==> src/rtl/serial_adder_pkg.sv <==
// serial_adder_pkg: state encodings, default width and counter sizing shared by the serial adder.
package serial_adder_pkg;

   localparam int DEF_WIDTH = 8;

   typedef enum logic [1:0] {
      IDLE = 2'd0,
      ADD  = 2'd1,
      DONE = 2'd2
   } state_e;

   function automatic int cnt_width(input int w);
      return (w > 1) ? $clog2(w) : 1;
   endfunction

   localparam int CNT_W = cnt_width(DEF_WIDTH);

endpackage

==> src/rtl/fa_cell.sv <==
// fa_cell: gate-level 1-bit full adder.
module fa_cell (
   input  logic x1,
   input  logic x2,
   input  logic cin,
   output logic s,
   output logic cout
);

   logic p;

   assign p    = x1 ^ x2;
   assign s    = p ^ cin;
   assign cout = (x1 & x2) | (cin & p);

endmodule

==> src/rtl/serial_adder_ctrl.sv <==
// serial_adder_ctrl: bit-serial adder, one full-adder cell reused LSB-first over WIDTH cycles.
module serial_adder_ctrl
   import serial_adder_pkg::*;
#(
   parameter int WIDTH = DEF_WIDTH
) (
   input  logic             clk,
   input  logic             rst,
   input  logic             start,
   input  logic [WIDTH-1:0] a,
   input  logic [WIDTH-1:0] b,
   input  logic             cin,
   output logic             busy,
   output logic             done,
   output logic [WIDTH-1:0] sum,
   output logic             cout
);

   localparam int CW = cnt_width(WIDTH);

   state_e           state_q;
   logic [WIDTH-1:0] a_q, b_q, res_q, res_d, sum_q;
   logic [CW-1:0]    cnt_q;
   logic             c_q, busy_q, done_q, cout_q, fa_s, fa_c;

   fa_cell u_fa (
      .x1  (a_q[0]),
      .x2  (b_q[0]),
      .cin (c_q),
      .s   (fa_s),
      .cout(fa_c)
   );

   // result fills from the MSB so after WIDTH shifts bit 0 holds the first cell sum
   assign res_d = {fa_s, res_q[WIDTH-1:1]};

   always_ff @(posedge clk) begin
      if (rst) begin
         state_q <= IDLE;
         a_q     <= '0;
         b_q     <= '0;
         res_q   <= '0;
         sum_q   <= '0;
         cnt_q   <= '0;
         c_q     <= 1'b0;
         busy_q  <= 1'b0;
         done_q  <= 1'b0;
         cout_q  <= 1'b0;
      end else begin
         case (state_q)
            IDLE: if (start) begin
               a_q     <= a;
               b_q     <= b;
               c_q     <= cin;
               cnt_q   <= '0;
               busy_q  <= 1'b1;
               state_q <= ADD;
            end
            ADD: begin
               a_q   <= a_q >> 1;
               b_q   <= b_q >> 1;
               c_q   <= fa_c;
               res_q <= res_d;
               cnt_q <= cnt_q + CW'(1);
               if (cnt_q == CW'(WIDTH - 1)) begin
                  sum_q   <= res_d;
                  cout_q  <= fa_c;
                  done_q  <= 1'b1;
                  state_q <= DONE;
               end
            end
            DONE: begin
               done_q  <= 1'b0;
               busy_q  <= 1'b0;
               state_q <= IDLE;
            end
            default: begin
               done_q  <= 1'b0;
               busy_q  <= 1'b0;
               state_q <= IDLE;
            end
         endcase
      end
   end

   assign busy = busy_q;
   assign done = done_q;
   assign sum  = sum_q;
   assign cout = cout_q;

endmodule

==> config.mk <==
export PLATFORM = sky130hd
export DESIGN_NAME = serial_adder_ctrl
export DESIGN_NICKNAME = d
export VERILOG_FILES = /design/src/rtl/serial_adder_pkg.sv /design/src/rtl/fa_cell.sv /design/src/rtl/serial_adder_ctrl.sv
export SDC_FILE = /design/constraint.sdc
export NUM_CORES = 1
export LEC_CHECK = 0
export CORE_MARGIN = 4
export CORE_UTILIZATION = 33
export DETAILED_ROUTE_END_ITERATION = 8
export PLACE_DENSITY = 0.53
export SLEW_MARGIN = 10
export SYNTH_ARGS = -nofsm -noshare
export SYNTH_HDL_FRONTEND = slang
export SYNTH_SLANG_ARGS = --single-unit
==> constraint.sdc <==
create_clock -name clk -period 1.4 [get_ports clk]
set_input_delay 0.28 -clock clk [delete_from_list [all_inputs] [get_ports clk]]
set_output_delay 0.28 -clock clk [all_outputs]
set_load 0.01 [all_outputs]
==> flow_summary.json, run 1 <==
{
  "io_buffers": 30,
  "htreeDepth": 2,
  "nNetsFinal": 230,
  "reg2reg_depth": 6,
  "io_pins": 31,
  "die-area_mm2": 0.006298,
  "relSlewSlack": 0.6991,
  "chipHeight_um": 79.36,
  "grt_pass1_vias": 1262,
  "slew_viol_final": 0,
  "grt_start_max_net_pins": 23,
  "ir_drop_v": 0.0005022,
  "synth_xor_area_frac": 0,
  "path_max_fanout": 15,
  "endpoint_kind": "flop",
  "r2r_setup_slack_ns": 0.08,
  "period_share": 0.9442,
  "hold_depth": 2,
  "place.gp.congestion": 0.7064,
  "final_antenna_net_count": 0,
  "multiInputGateArea_um2": 729.5,
  "synthAdderAreaFrac": 0.02681,
  "antenna_found_initial": 0,
  "track_usage": 0.1179,
  "syn_inst": 175,
  "fmax_mhz": 756.5,
  "grt_remaining_overflow": 0,
  "synth_compound_area_frac": 0.2450,
  "outcome": "complete, no violations",
  "tightest_slew_ns": 0.4507,
  "clockBufferDepth": 2,
  "clock_skew_ns": 0.005817,
  "maxCapViolCount": 0,
  "wl_per_cell_um": 12.65,
  "whs_endpoint": "sum[2]",
  "register_area_um2": 802.0,
  "cts.clk_slew.worst_paths_ns": 0.07,
  "finalHoldViolations": 0,
  "worstReg2RegEnd": "state_q[0]",
  "fin_crit_ns": 1.322,
  "place_hpwl_um": 2401,
  "power_w": 0.002339,
  "synth_warnings": 0,
  "firstDrtPassIters": 4,
  "drtIter0Drc": 82,
  "clock-sinks": 40,
  "die_w_um": 79.36,
  "cp-start-kind": "input port",
  "synthMuxAreaShare": 0.01191,
  "critical-path-slowest-cell": "clkdlybuf4s50_1",
  "worstPathRequired_ns": 1.58,
  "cp_cell_sequence": "clkdlybuf4s50_1, nor2b_4, nand2b_2, o221a_2",
  "cts_root_buf": "clkbuf_8",
  "area_growth_pct": 27.92,
  "core_area_mm2": 0.004817,
  "drt-vias-per-instance": 4.778,
  "critPathArrivalTime_ns": 1.51,
  "insertion_delay_ns": 0.29,
  "num_vias": 1314,
  "drc_errors": 0,
  "critPathKind": "in2reg",
  "totalWireLength_um": 3478,
  "r2r-start": "cnt_q[0]",
  "yosys.area_share.simple": 0.1422,
  "cts_inserted_buffers": 5,
  "placementRows": 25,
  "hold_start": "sum[2]",
  "synth_area_per_cell_um2": 9.602,
  "synth_seq_cells": 40,
  "p_per_area_mw_per_mm2": 1088,
  "synth_nets": 198,
  "grt_pass1_wl_um": 5802,
  "slowest_delay_ns": 0.52,
  "p_leak_nw": 0.8548,
  "ys_types": 26,
  "setup_viol": 0,
  "synth-seq-area-share": 0.4765,
  "cts_tree": "done",
  "hold_path.class": "reg2reg",
  "initial_utilization": 0.3488,
  "rsz0062_at_grt": "no",
  "synth_top_family_by_area": "compound AO/OA/AOI/OAI gates",
  "fillers": 491,
  "synth_area_mm2": 0.001680,
  "tns_ns": 0,
  "drive_gt1_frac": 0.1779,
  "n_antenna_cell": 0
}
power by group:
| part | switching (W) | internal (W) |
|---|---|---|
| combinational | 0.000151 | 0.000172 |
| sequential | 0.0000393 | 0.00120 |
| clock | 0.000378 | 0.000402 |
| total | 0.000568 | 0.00177 |
kinds of logic (layout without fill, tap and decap cells):
| family | after synthesis | after routing |
|---|---|---|
| AO/OA/AOI/OAI | 52 | 52 |
| adder cells (fa/ha/maj) | 3 | 3 |
| buffers and inverters | 29 | 62 |
| flip-flops | 40 | 40 |
| multiplexers | 2 | 2 |
| AND/OR/NAND/NOR | 49 | 49 |
flip-flops by register name, indices dropped and copies added, names as in the netlist:
signal / cells
b_q: 8
done: 1
cnt_q: 3
state_q: 2
c_q: 1
sum: 8
busy: 1
a_q: 8
res_q: 7
cout: 1
critical path: cells and delay by family:
kind / cells / cell delay, ns
simple gates: 2 / 0.37
compound gates: 1 / 0.33
buf+inv: 1 / 0.52
cells in the mapped netlist:
cell type	instances	area share
dfxtp_1	40	0.48
nand2_1	22	0.049
a21oi_1	20	0.060
inv_1	16	0.036
a21oi_2	12	0.063
o221a_1	10	0.067
nor2_1	9	0.020
nand3_1	8	0.024
o221a_2	5	0.034
a22oi_1	4	0.018
buf_2	4	0.012
buf_6	4	0.027
clkbuf_1	3	0.0067
nor3_1	3	0.0089
ha_1	2	0.015
mux2i_1	2	0.012
nor2b_4	2	0.016
buf_12	1	0.012
buf_4	1	0.0045
fa_1	1	0.012
nand2b_1	1	0.0037
nand2b_2	1	0.0052
nand3b_2	1	0.0067
nor2_2	1	0.0037
nor3b_1	1	0.0045
o21bai_1	1	0.0045
worst max path at each step:
| stage | slack (ns) | depth (start not counted) | startpoint | endpoint |
|---|---|---|---|---|
| 2_1_floorplan | 0.14 | 6 | cnt_q[0] | state_q[0] |
| 3_3_place_gp | -0.29 | 4 | start | a_q[5] |
| 3_5_place_dp | -0.34 | 4 | start | a_q[2] |
| 4_1_cts | 0.03 | 5 | cnt_q[0] | cout |
| 5_1_grt | 0.007 | 2 | state_q[1] | b_q[2] |
| 6_report | 0.08 | 4 | start | a_q[5] |
metal layers:
metal	global-route usage	wire, um	up-vias
met3	0.03288	160	8
met1	0.1457	1618	618
met5	0	0	-
li1	-	-	667
met4	0.05670	63	0
met2	0.1886	1636	21
cell type report:
type | count | area share
multi-input combinational | 106 | 0.3393
sequential | 40 | 0.3731
timing repair buffer | 38 | 0.1787
clock buffer | 8 | 0.04191
tap | 67 | 0.03900
inverter | 16 | 0.02794
timing repair:
| item | 4_1_cts | 5_1_grt |
|---|---|---|
| pin swaps | 0 | 1 |
| gates resized for setup | 12 | 2 |
| buffers inserted | 0 | 1 |
| hold buffers | 0 | 0 |
| endpoints found under the setup margin | 26 | 14 |
per-stage QoR:
stage | worst slack [ns] | instance area [um2] | hold WS, ns | std cells | util
floorplan | 0.1391 | 1680 | 0.4366 | 175 | -
global placement | -0.2855 | 2038 | 0.4412 | 266 | 0.4231
detailed placement | -0.3353 | 2038 | 0.4503 | 266 | 0.4231
CTS | 0.03178 | 2120 | 0.4580 | 274 | 0.4400
global route | 0.007148 | 2150 | 0.4808 | 275 | 0.4462
finish | 0.07806 | 2150 | 0.4512 | 275 | 0.4462
cell usage in the layout (no fill, tap or decap):
master,synthesis,layout
dfxtp_1,40,39
nand2_1,22,22
a21oi_1,20,20
clkdlybuf4s50_1,0,19
inv_1,16,16
a21oi_2,12,12
dlygate4sd2_1,0,11
o221a_1,10,10
nor2_1,9,9
nand3_1,8,8
clkbuf_8,0,6
o221a_2,5,5
buf_4,1,5
a22oi_1,4,4
nor3_1,3,3
buf_12,1,3
nor2b_4,2,2
mux2i_1,2,2
ha_1,2,2
clkbuf_1,3,2
nand2b_2,1,1
nor2_4,0,1
nand3b_4,0,1
nand2b_1,1,1
nor3b_1,1,1
o21bai_1,1,1
fa_1,1,1
dfxtp_2,0,1
Note: power is estimated with default switching activity, not from simulation.
==> run 2: changes to the inputs <==
CAP_MARGIN = 10   (was not set)
==> results of run 2 <==
The final DEF is identical to that of run 1; final timing and power are the same.
